<file path="src/rtl/micro_control_decoder_pkg.sv">
// micro_control_decoder_pkg: shared step codes, register/bus constants, control word and decode table
//   Imported by the decoder and its testbench-facing interface users.
//   decode(code) is a pure function: step code -> control word + halt/illegal flags.
package micro_control_decoder_pkg;
   localparam int NREG  = 8;
   localparam int BUS_W = 4;
   localparam int ALU_W = 4;
   localparam logic [5:0] FETCH1    = 6'd1;
   localparam logic [5:0] FETCH2    = 6'd2;
   localparam logic [5:0] FETCH3    = 6'd3;
   localparam logic [5:0] XFER_BASE = 6'd4;
   localparam logic [5:0] ALU_BASE  = 6'd36;
   localparam logic [5:0] JMP_ADDR  = 6'd52;
   localparam logic [5:0] JMP_LOAD  = 6'd53;
   localparam logic [5:0] JMP_SKIP  = 6'd54;
   localparam logic [5:0] CLR_AC    = 6'd55;
   localparam logic [5:0] NOP       = 6'd56;
   localparam logic [5:0] HALT      = 6'd57;
   localparam logic [5:0] MOV_AC_DR = 6'd58;
   localparam logic [5:0] MOV_DR_AC = 6'd59;
   localparam logic [2:0] R_PC = 3'd0;
   localparam logic [2:0] R_AR = 3'd1;
   localparam logic [2:0] R_DR = 3'd2;
   localparam logic [2:0] R_IR = 3'd3;
   localparam logic [2:0] R_AC = 3'd4;
   localparam logic [2:0] R_B  = 3'd5;
   localparam logic [2:0] R_C  = 3'd6;
   localparam logic [2:0] R_SP = 3'd7;
   localparam logic [BUS_W-1:0] BUS_NONE = 4'd0;
   localparam logic [BUS_W-1:0] BUS_MEM  = 4'd1;
   localparam logic [BUS_W-1:0] BUS_ALU  = 4'd2;
   localparam logic [BUS_W-1:0] BUS_REG  = 4'd8;
   typedef struct packed {
      logic [BUS_W-1:0] bus_sel;
      logic [NREG-1:0]  reg_ld;
      logic             pc_inc;
      logic [ALU_W-1:0] alu_op;
      logic             mem_req;
      logic             mem_we;
      logic             alu_step;
      logic             clr_z;
   } ctrl_word_t;
   typedef struct packed {
      ctrl_word_t word;
      logic       halt;
      logic       illegal;
   } decode_t;
   localparam ctrl_word_t NOP_WORD = '0;
   // Every register drives the bus at BUS_REG + its index.
   function automatic logic [BUS_W-1:0] bus_of(input logic [2:0] r);
      return BUS_REG | {1'b0, r};
   endfunction
   function automatic logic [NREG-1:0] ld_of(input logic [2:0] r);
      return NREG'(1) << r;
   endfunction
   // Codes 4..35 form four groups of eight, indexed by register r:
   //   4..11 DR->r, 12..19 r->AR, 20..27 mem read into r, 28..35 mem write from r.
   function automatic decode_t decode(input logic [5:0] code);
      decode_t d;
      logic [4:0] k;
      d = '0;
      k = 5'(code - XFER_BASE);
      if (code == 6'd0 || code > MOV_DR_AC) d.illegal = 1'b1;
      else if (code == FETCH1 || code == JMP_ADDR) begin
         d.word.bus_sel = bus_of(R_PC);
         d.word.reg_ld  = ld_of(R_AR);
      end
      else if (code == FETCH2) begin
         d.word.mem_req = 1'b1;
         d.word.pc_inc  = 1'b1;
      end
      else if (code == FETCH3) begin
         d.word.bus_sel = BUS_MEM;
         d.word.reg_ld  = ld_of(R_IR);
      end
      else if (code < ALU_BASE) begin
         d.word.bus_sel = k[4:3] == 2'd0 ? bus_of(R_DR) : k[4:3] == 2'd2 ? BUS_MEM : bus_of(k[2:0]);
         d.word.reg_ld  = k[4:3] == 2'd1 ? ld_of(R_AR) : k[4:3] == 2'd3 ? '0 : ld_of(k[2:0]);
         d.word.mem_req = k[4];
         d.word.mem_we  = k[4] & k[3];
      end
      else if (code < JMP_ADDR) begin
         d.word.alu_op   = ALU_W'(code - ALU_BASE);
         d.word.bus_sel  = BUS_ALU;
         d.word.reg_ld   = ld_of(R_AC);
         d.word.alu_step = 1'b1;
      end
      else if (code == JMP_LOAD) begin
         d.word.bus_sel = bus_of(R_DR);
         d.word.reg_ld  = ld_of(R_PC);
      end
      else if (code == JMP_SKIP) d.word.pc_inc = 1'b1;
      // An idle bus reads as zero, so loading AC from it clears AC.
      else if (code == CLR_AC) begin
         d.word.reg_ld = ld_of(R_AC);
         d.word.clr_z  = 1'b1;
      end
      else if (code == HALT) d.halt = 1'b1;
      else if (code == MOV_AC_DR) begin
         d.word.bus_sel = bus_of(R_AC);
         d.word.reg_ld  = ld_of(R_DR);
      end
      else if (code == MOV_DR_AC) begin
         d.word.bus_sel = bus_of(R_DR);
         d.word.reg_ld  = ld_of(R_AC);
      end
      return d;
   endfunction
endpackage

</file>
<file path="src/rtl/micro_control_decoder_if.sv">
// micro_control_decoder_if: sequencer/datapath-facing signals of the micro control decoder
//   master: drives sm_in, alu_zero, mem_ack; observes the control word and status.
//   slave : the decoder side.
interface micro_control_decoder_if #(
   parameter int REG_CNT   = 8,
   parameter int BUS_SEL_W = 4,
   parameter int ALU_OP_W  = 4
);
   logic [5:0]           sm_in;
   logic                 alu_zero;
   logic                 mem_ack;
   logic [BUS_SEL_W-1:0] bus_sel;
   logic [REG_CNT-1:0]   reg_ld;
   logic                 pc_inc;
   logic [ALU_OP_W-1:0]  alu_op;
   logic                 mem_req;
   logic                 mem_we;
   logic                 stall;
   logic                 z_out;
   logic                 halted;
   logic                 illegal;
   modport master (
      output sm_in, alu_zero, mem_ack,
      input  bus_sel, reg_ld, pc_inc, alu_op, mem_req, mem_we, stall, z_out, halted, illegal
   );
   modport slave (
      input  sm_in, alu_zero, mem_ack,
      output bus_sel, reg_ld, pc_inc, alu_op, mem_req, mem_we, stall, z_out, halted, illegal
   );
endinterface

</file>
<file path="src/rtl/micro_control_decoder_zflag_reg.sv">
// micro_control_decoder_zflag_reg: Z flag register
//   clk, rst   : clock, async active-high reset (Z cleared)
//   alu_step_i : applied word is an ALU step -> capture alu_zero_i
//   clr_i      : applied word clears AC -> Z set
//   z_o        : Z flag
module micro_control_decoder_zflag_reg (
   input  logic clk,
   input  logic rst,
   input  logic alu_step_i,
   input  logic clr_i,
   input  logic alu_zero_i,
   output logic z_o
);
   logic z_q, z_d;
   assign z_d = clr_i ? 1'b1 : alu_step_i ? alu_zero_i : z_q;
   always_ff @(posedge clk or posedge rst)
      if (rst) z_q <= 1'b0;
      else     z_q <= z_d;
   assign z_o = z_q;
endmodule

</file>
<file path="src/rtl/micro_control_decoder.sv">
// micro_control_decoder: registered control word for the datapath from sequencer step codes
//   clk, rst : clock, async active-high reset
//   bus      : slave side of micro_control_decoder_if (sm_in/alu_zero/mem_ack in,
//              control word, stall, z_out, halted, illegal out)
module micro_control_decoder
   import micro_control_decoder_pkg::*;
#(
   parameter int REG_CNT   = NREG,
   parameter int BUS_SEL_W = BUS_W,
   parameter int ALU_OP_W  = ALU_W
) (
   input logic clk,
   input logic rst,
   micro_control_decoder_if.slave bus
);
   ctrl_word_t word_q, word_d;
   logic       halted_q, halted_d, illegal_q, illegal_d, sample;
   decode_t    dec;
   assign dec       = decode(bus.sm_in);
   assign bus.stall = word_q.mem_req & ~bus.mem_ack;
   // Halt leaves NOP in the word register, so stall stays low once halted.
   assign sample    = ~bus.stall & ~halted_q;
   always_comb begin
      word_d    = sample ? dec.word : word_q;
      halted_d  = halted_q | (sample & dec.halt);
      illegal_d = illegal_q | (sample & dec.illegal);
      assert ($onehot0(dec.word.reg_ld));
   end
   always_ff @(posedge clk or posedge rst)
      if (rst) begin
         word_q    <= NOP_WORD;
         halted_q  <= 1'b0;
         illegal_q <= 1'b0;
      end else begin
         word_q    <= word_d;
         halted_q  <= halted_d;
         illegal_q <= illegal_d;
      end
   micro_control_decoder_zflag_reg u_zflag (
      .clk        (clk),
      .rst        (rst),
      .alu_step_i (word_q.alu_step),
      .clr_i      (word_q.clr_z),
      .alu_zero_i (bus.alu_zero),
      .z_o        (bus.z_out)
   );
   assign bus.bus_sel = BUS_SEL_W'(word_q.bus_sel);
   assign bus.reg_ld  = REG_CNT'(word_q.reg_ld);
   assign bus.pc_inc  = word_q.pc_inc;
   assign bus.alu_op  = ALU_OP_W'(word_q.alu_op);
   assign bus.mem_req = word_q.mem_req;
   assign bus.mem_we  = word_q.mem_we;
   assign bus.halted  = halted_q;
   assign bus.illegal = illegal_q;
endmodule
</file>
<file path="src/flat_wrapper.sv">
// flat-port wrapper written by rule: the top's interface ports become plain ports
module micro_control_decoder_flat import micro_control_decoder_pkg::*;
#(
   parameter int REG_CNT   = NREG,
   parameter int BUS_SEL_W = BUS_W,
   parameter int ALU_OP_W  = ALU_W
)
  (clk, rst, bus_sm_in, bus_alu_zero, bus_mem_ack, bus_bus_sel, bus_reg_ld, bus_pc_inc, bus_alu_op, bus_mem_req, bus_mem_we, bus_stall, bus_z_out, bus_halted, bus_illegal);
  micro_control_decoder_if #(.REG_CNT(REG_CNT), .BUS_SEL_W(BUS_SEL_W), .ALU_OP_W(ALU_OP_W)) bus_i ();
  input logic clk;
  input logic rst;
  input wire logic [$bits(bus_i.sm_in)-1:0] bus_sm_in;
  input wire logic [$bits(bus_i.alu_zero)-1:0] bus_alu_zero;
  input wire logic [$bits(bus_i.mem_ack)-1:0] bus_mem_ack;
  output wire logic [$bits(bus_i.bus_sel)-1:0] bus_bus_sel;
  output wire logic [$bits(bus_i.reg_ld)-1:0] bus_reg_ld;
  output wire logic [$bits(bus_i.pc_inc)-1:0] bus_pc_inc;
  output wire logic [$bits(bus_i.alu_op)-1:0] bus_alu_op;
  output wire logic [$bits(bus_i.mem_req)-1:0] bus_mem_req;
  output wire logic [$bits(bus_i.mem_we)-1:0] bus_mem_we;
  output wire logic [$bits(bus_i.stall)-1:0] bus_stall;
  output wire logic [$bits(bus_i.z_out)-1:0] bus_z_out;
  output wire logic [$bits(bus_i.halted)-1:0] bus_halted;
  output wire logic [$bits(bus_i.illegal)-1:0] bus_illegal;
  assign bus_i.sm_in = bus_sm_in;
  assign bus_i.alu_zero = bus_alu_zero;
  assign bus_i.mem_ack = bus_mem_ack;
  assign bus_bus_sel = bus_i.bus_sel;
  assign bus_reg_ld = bus_i.reg_ld;
  assign bus_pc_inc = bus_i.pc_inc;
  assign bus_alu_op = bus_i.alu_op;
  assign bus_mem_req = bus_i.mem_req;
  assign bus_mem_we = bus_i.mem_we;
  assign bus_stall = bus_i.stall;
  assign bus_z_out = bus_i.z_out;
  assign bus_halted = bus_i.halted;
  assign bus_illegal = bus_i.illegal;
  micro_control_decoder #(.REG_CNT(REG_CNT), .BUS_SEL_W(BUS_SEL_W), .ALU_OP_W(ALU_OP_W)) u_core (.clk(clk), .rst(rst), .bus(bus_i));
endmodule
</file>
<file path="config.mk">
export PLATFORM = sky130hd
export DESIGN_NAME = micro_control_decoder_flat
export DESIGN_NICKNAME = d
export VERILOG_FILES = /design/src/rtl/micro_control_decoder_pkg.sv /design/src/rtl/micro_control_decoder_if.sv /design/src/rtl/micro_control_decoder_zflag_reg.sv /design/src/rtl/micro_control_decoder.sv /design/src/flat_wrapper.sv
export SDC_FILE = /design/constraint.sdc
export NUM_CORES = 1
export LEC_CHECK = 0
export ABC_AREA = 1
export ABC_CLOCK_PERIOD_IN_PS = 1500
export CORE_UTILIZATION = 45
export DETAILED_ROUTE_END_ITERATION = 12
export PLACE_DENSITY = 0.72
export SLEW_MARGIN = 5
export SYNTH_ARGS = -nofsm -noshare
export SYNTH_HDL_FRONTEND = slang
export SYNTH_HIERARCHICAL = 1
export SYNTH_SLANG_ARGS = --single-unit
</file>
<file path="constraint.sdc">
create_clock -name clk -period 1.5 [get_ports clk]
set_input_delay 0.375 -clock clk [delete_from_list [all_inputs] [get_ports clk]]
set_output_delay 0.375 -clock clk [all_outputs]
set_load 0.02 [all_outputs]
</file>
* After elaboration in Yosys (flattened, before gate mapping)
Cells that the tools add are included.
** Word-level totals
- Bits in registers :: 24
- Input bits :: 10
- Logic and storage cells :: 85
** Cells by class
- Add/subtract/negate cells :: 2
- Order comparisons :: 3
- Eq/ne operators :: 13
- Shift operators :: 1
- Multiplexer cells :: 40
- Bitwise operators :: 10
- Reduce and logical (&&, ||, !) cells :: 5
** Operator list (number)
- $mux 12 :: 10
- $eq 6x6->1 const B :: 7
- $mux 4 :: 6
- $mux 8 :: 3
- $mux 22 :: 1
- $mux 10 :: 2
- $eq 6x2->1 const B :: 2
- $lt 6x6->1 const B :: 2
- $mux 1 :: 12
- $mux 2 :: 4
- $shl 1x3->8 const A :: 1
- $eq 6x1->1 const B :: 1
- $gt 6x6->1 const B :: 1
- $logic_not 6->1 :: 1
- $and 1x1->1 :: 5
- $mux 5 :: 1
- $sub 5x3->5 const B :: 1
- $eq 2x2->1 const B :: 2
- $sub 4x3->4 const B :: 1
- $mux 3 :: 1
- $not 1->1 :: 3
- $eq 2x1->1 const B :: 1
- $logic_not 2->1 :: 1
- $logic_or 1x1->1 :: 2
- 2 further kinds :: 3

* Longest topological paths before layout
- Depth in word-level cells :: 15
- Depth in mapped cells :: 11

* Hierarchy
Netlist, hierarchy kept.
** Modules (own cells, without submodules)
- micro_control_decoder :: times used 1, cells each 213, area an instance 1537.7 um^2
- micro_control_decoder_zflag_reg :: times used 1, cells each 7, area an instance 56.3 um^2

* Worst setup path after synthesis
Ideal clock, no wire load.
- Path type :: input port to flip-flop
- Start point :: input bus_sm_in[2]
- End point :: register u_core.word_q, in the netlist u_core/bus.pc_inc
- Library setup time :: 0.122 ns
- Arrival time :: 1.462 ns
- Path slack :: -0.084 ns
- Stages on the path :: 9
- Path buffers :: 1
- Cell sequence :: inv_1 ha_1 nand2_2 nor2_1 nand2_1 and2_1 buf_6 nand2_2 o21ai_2
** Between the ends
- Word-level cells in the longest chain between the ends :: 9
- Elaborated cells on any way between the ends :: 20
** RTL lines
- start: declaration :: line flat_wrapper.sv:12 : input wire logic [$bits(bus_i.sm_in)-1:0] bus_sm_in;
- branches (longest 8 deep; another with $lt 6x6->1)
- $mux 22 * :: line micro_control_decoder_pkg.sv:63 : if (code == 6'd0 || code > MOV_DR_AC) d.illegal = 1'b1;
- end signal: assignment :: line micro_control_decoder.sv:35 : word_q <= word_d;
- end: declaration :: line micro_control_decoder.sv:16 : ctrl_word_t word_q, word_d;
Every way passes the cells marked *.
A chain may end at the register's enable or synchronous reset.

* Worst setup path after layout
- Start point :: input bus_sm_in[2]
- End point :: register u_core.word_q, in the netlist u_core/bus.bus_sel[1]
** Between the ends
- Word-level cells in the longest chain between the ends :: 13
- Elaborated cells on any way between the ends :: 33
** RTL lines
- $eq 6x6->1 :: line micro_control_decoder_pkg.sv:103 : else if (code == MOV_DR_AC) begin
- $mux 12 :: line micro_control_decoder_pkg.sv:103
- $mux 12 :: line micro_control_decoder_pkg.sv:99 : else if (code == MOV_AC_DR) begin
- $mux 12 :: line micro_control_decoder_pkg.sv:98 : else if (code == HALT) d.halt = 1'b1;
- $mux 4 :: line micro_control_decoder_pkg.sv:94 : else if (code == CLR_AC) begin
- $mux 12 :: line micro_control_decoder_pkg.sv:92 : else if (code == JMP_SKIP) d.word.pc_inc = 1'b1;
- $mux 12 :: line micro_control_decoder_pkg.sv:88 : else if (code == JMP_LOAD) begin
- $mux 12 :: line micro_control_decoder_pkg.sv:82 : else if (code < JMP_ADDR) begin
- $mux 12 :: line micro_control_decoder_pkg.sv:76 : else if (code < ALU_BASE) begin
- $mux 12 :: line micro_control_decoder_pkg.sv:72 : else if (code == FETCH3) begin
- $mux 12 :: line micro_control_decoder_pkg.sv:68 : else if (code == FETCH2) begin
- $mux 12 :: line micro_control_decoder_pkg.sv:64 : else if (code == FETCH1 || code == JMP_ADDR) begin
- $mux 22 * :: line micro_control_decoder_pkg.sv:63
Mark *: on every way between the ends. The rest lies on a longest branch, timed or not.

==> results.md <==
* Most common flop cell mapped by yosys: dfrtp_1
* Die height at 61.5 µm
* Initial DRC Count at 54
* CTS Buf Count at 3
* Sequential area share after synthesis at 0.377
* Reg2reg path depth at 9
* Root Buffer: clkbuf_4
* Proportion of layout cells with a drive suffix above 1 at 0.270
* RSZ-0062 raised after global routing: yes
* Critical Path Sink Type: flop
* Port Buffers at 32
* Place WS at -585 ps
* Min cycle time layout at 1440 ps
* IO Pins at 33
* Post-Route WL at 3850 µm
* Yosys top cell area share at 0.377
* Post-Route Utilization at 0.650
* Fin. max-slew vios at 0
* Worst min-delay path class: in -> async
* Vias in the first global route at 1426
* Clock Latency Late Sink at 310 ps
* Most common cell in the synthesized netlist: nand2_1
* Final critical-path share of the clock period at 0.962
* Diode count at 0
* Drt first pass iters at 4
* Power Density at 611 nW/µm²
* Overall Global Routing Usage at 0.229
* Final number of setup-violating endpoints at 0
* Fin nets at 287
* Pin count of the biggest net entering global routing at 24
* Initial Util at 0.474
* Post-synth top cells: nand2_1, inv_1, dfrtp_1
* DR vias/cell at 4.90
* Cell Area, Synth at 1590 µm²
* Vias at 1548
* GP Congestion at 0.909
* Reg-to-reg slack, setup at 90 ps
* Syn Area/Cell at 7.25 µm²
* #FFs+latches synth at 24
* Synthesized netlist cell count at 220
* DR WL/cell at 12.2 µm
* Worst Setup Start Kind: primary input
* GR Overflow Total at 0
* M3 GR Usage at 0.0357
* Critical Path RT at 1720 ps
* Static leakage at 1.24 nW
* Die area at 3780 µm²
* Final antenna-violating net count at 0
* Leading area contributor after synthesis: dfrtp_1
* Status: complete, no violations
* Yosys cell types at 30
* Kind of critical path: in -> reg
* Max rail drop VDD at 0.250 mV
* Synth area leaders: dfrtp_1, nand2_1, buf_4
* Worst-path clk slew at 120 ps
* Max-Cap Viols at 0
* Sink Count at 24
* Post-Syn Nets at 235
* Ys async rst share at 1.00
* Crit path max fanout at 6
* Placed insts at 311
* Row cnt at 21
* Syn-to-layout area delta at 37.0%
* Final std cells w/o fill at 316
* Final hold viol count at 0
* Global-route wire length before repair at 6300 µm
* Slew @ Worst Pin at 310 ps
* Critical Path AT at 1660 ps
* CTS tree: done
* Core Box Area at 3360 µm²
* Ys Warns at 6
* Die W at 61.5 µm
* EDFF count, synth at 0
* Initial antenna violation count at 0
* Fmax at 693 MHz
* Most Crowded Layer GR: met2
* Met2 Use GR at 0.387
* Drc violations at 0
* Setup ws final at 57.6 ps
* Slew headroom at 0.792
* Bufs on Longest Clock Path at 2
* Clock skew at 1.98 ps
* CTS H-tree lvls at 1
* Dpl hpwl at 3000 µm
* Grt met1 use at 0.294
-- per-layer routing --
metal  share of wire  vias up
li1                -      783
met1            0.47      709
met2            0.46       50
met3           0.045        6
met4           0.018        0
met5               0        -
-- cell families after synthesis --
logic type / share of synthesized area
DFF: 0.377
AOI/OAI and AO/OA: 0.0761
buffers and inverters: 0.160
adders and majority gates: 0.0392
and+or+nand+nor: 0.348
-- critical path, stage by stage --
cell	delay [ps]
dlygate4sd2_1	250
inv_2	120
ha_4	200
nand2_4	70
nor2_4	130
nand2_1	120
nand3_1	180
nor2_4	80
nand2_1	90
nand2_1	50
-- power by group --
part / internal [mW] / leakage [nW] / switching [mW] / total (mW)
sequential: 0.677 / 0.320 / 0.0162 / 0.693
combinational: 0.151 / 0.905 / 0.209 / 0.360
clock: 0.0940 / 0.0138 / 0.187 / 0.281
total: 0.922 / 1.24 / 0.412 / 1.33
-- sequential cells by signal, summed over array words and instances, names as in the netlist --
register,flops
u_core/bus.alu_op,4
u_core/bus.bus_sel,4
u_core/bus.halted,1
u_core/bus.illegal,1
u_core/bus.mem_req,1
u_core/bus.mem_we,1
u_core/bus.pc_inc,1
u_core/bus.reg_ld,8
u_core/u_zflag/z_o,1
u_core/word_q,2
-- placed cells by master (no fill, tap or decap), types with 2 or more instances in the layout --
cell,n
dlymetal6s2s_1,3
buf_4,34
clkbuf_4,3
clkdlybuf4s50_1,2
nand2_2,2
o21ai_0,6
o21ai_1,2
nor2_2,4
ha_4,2
nand3_2,2
o21ai_2,4
nand3_4,2
nor2_4,3
inv_2,4
dlygate4sd2_1,25
nand3_1,13
nand4_1,6
inv_1,22
ha_1,2
nand2_4,3
nor2_1,16
dfrtp_1,24
nor3_1,2
nand2_1,69
-- final timing paths --
kind	startpoint	to
max	bus_sm_in[2]	u_core/bus.bus_sel[1]$_DFFE_PP0P_
min reg2reg	u_core/bus.bus_sel[1]$_DFFE_PP0P_	u_core/bus.bus_sel[1]$_DFFE_PP0P_
max reg2reg	u_core/bus.mem_req$_DFFE_PP0P_	u_core/bus.reg_ld[0]$_DFFE_PP0P_
max in group asynchronous	rst	u_core/bus.reg_ld[0]$_DFFE_PP0P_
min in group clk	u_core/bus.bus_sel[1]$_DFFE_PP0P_	u_core/bus.bus_sel[1]$_DFFE_PP0P_
min	rst	u_core/u_zflag/z_o$_DFFE_PP0P_
-- cell type report --
cell class	count	area, µm²
multi-input combinational	148	830
tap	46	57.6
fill	332	1180
sequential	24	601
inverter	28	113
timing repair buffer	67	562
clock buffer	3	22.5
-- stage by stage --
stage	hold WS [ps]	setup TNS, ps	cell area (µm²)	power [mW]
after global routing	207	-10.5	2180	1.40
after global placement	460	-11990	2100	1.07
final	215	0	2180	1.33
after floorplan	104	-77.0	1610	0.911
after CTS	213	0	2150	1.33
after detailed placement	466	-12290	2100	1.07
-- timing repair --
action                                  in CTS  in global routing
endpoints found under the setup margin      46                 21
pin swaps                                    5                  5
buffers inserted                             2                  0
hold buffers                                 0                  0
resized for setup                           44                 15
Note: power is estimated with default switching activity, not from simulation.
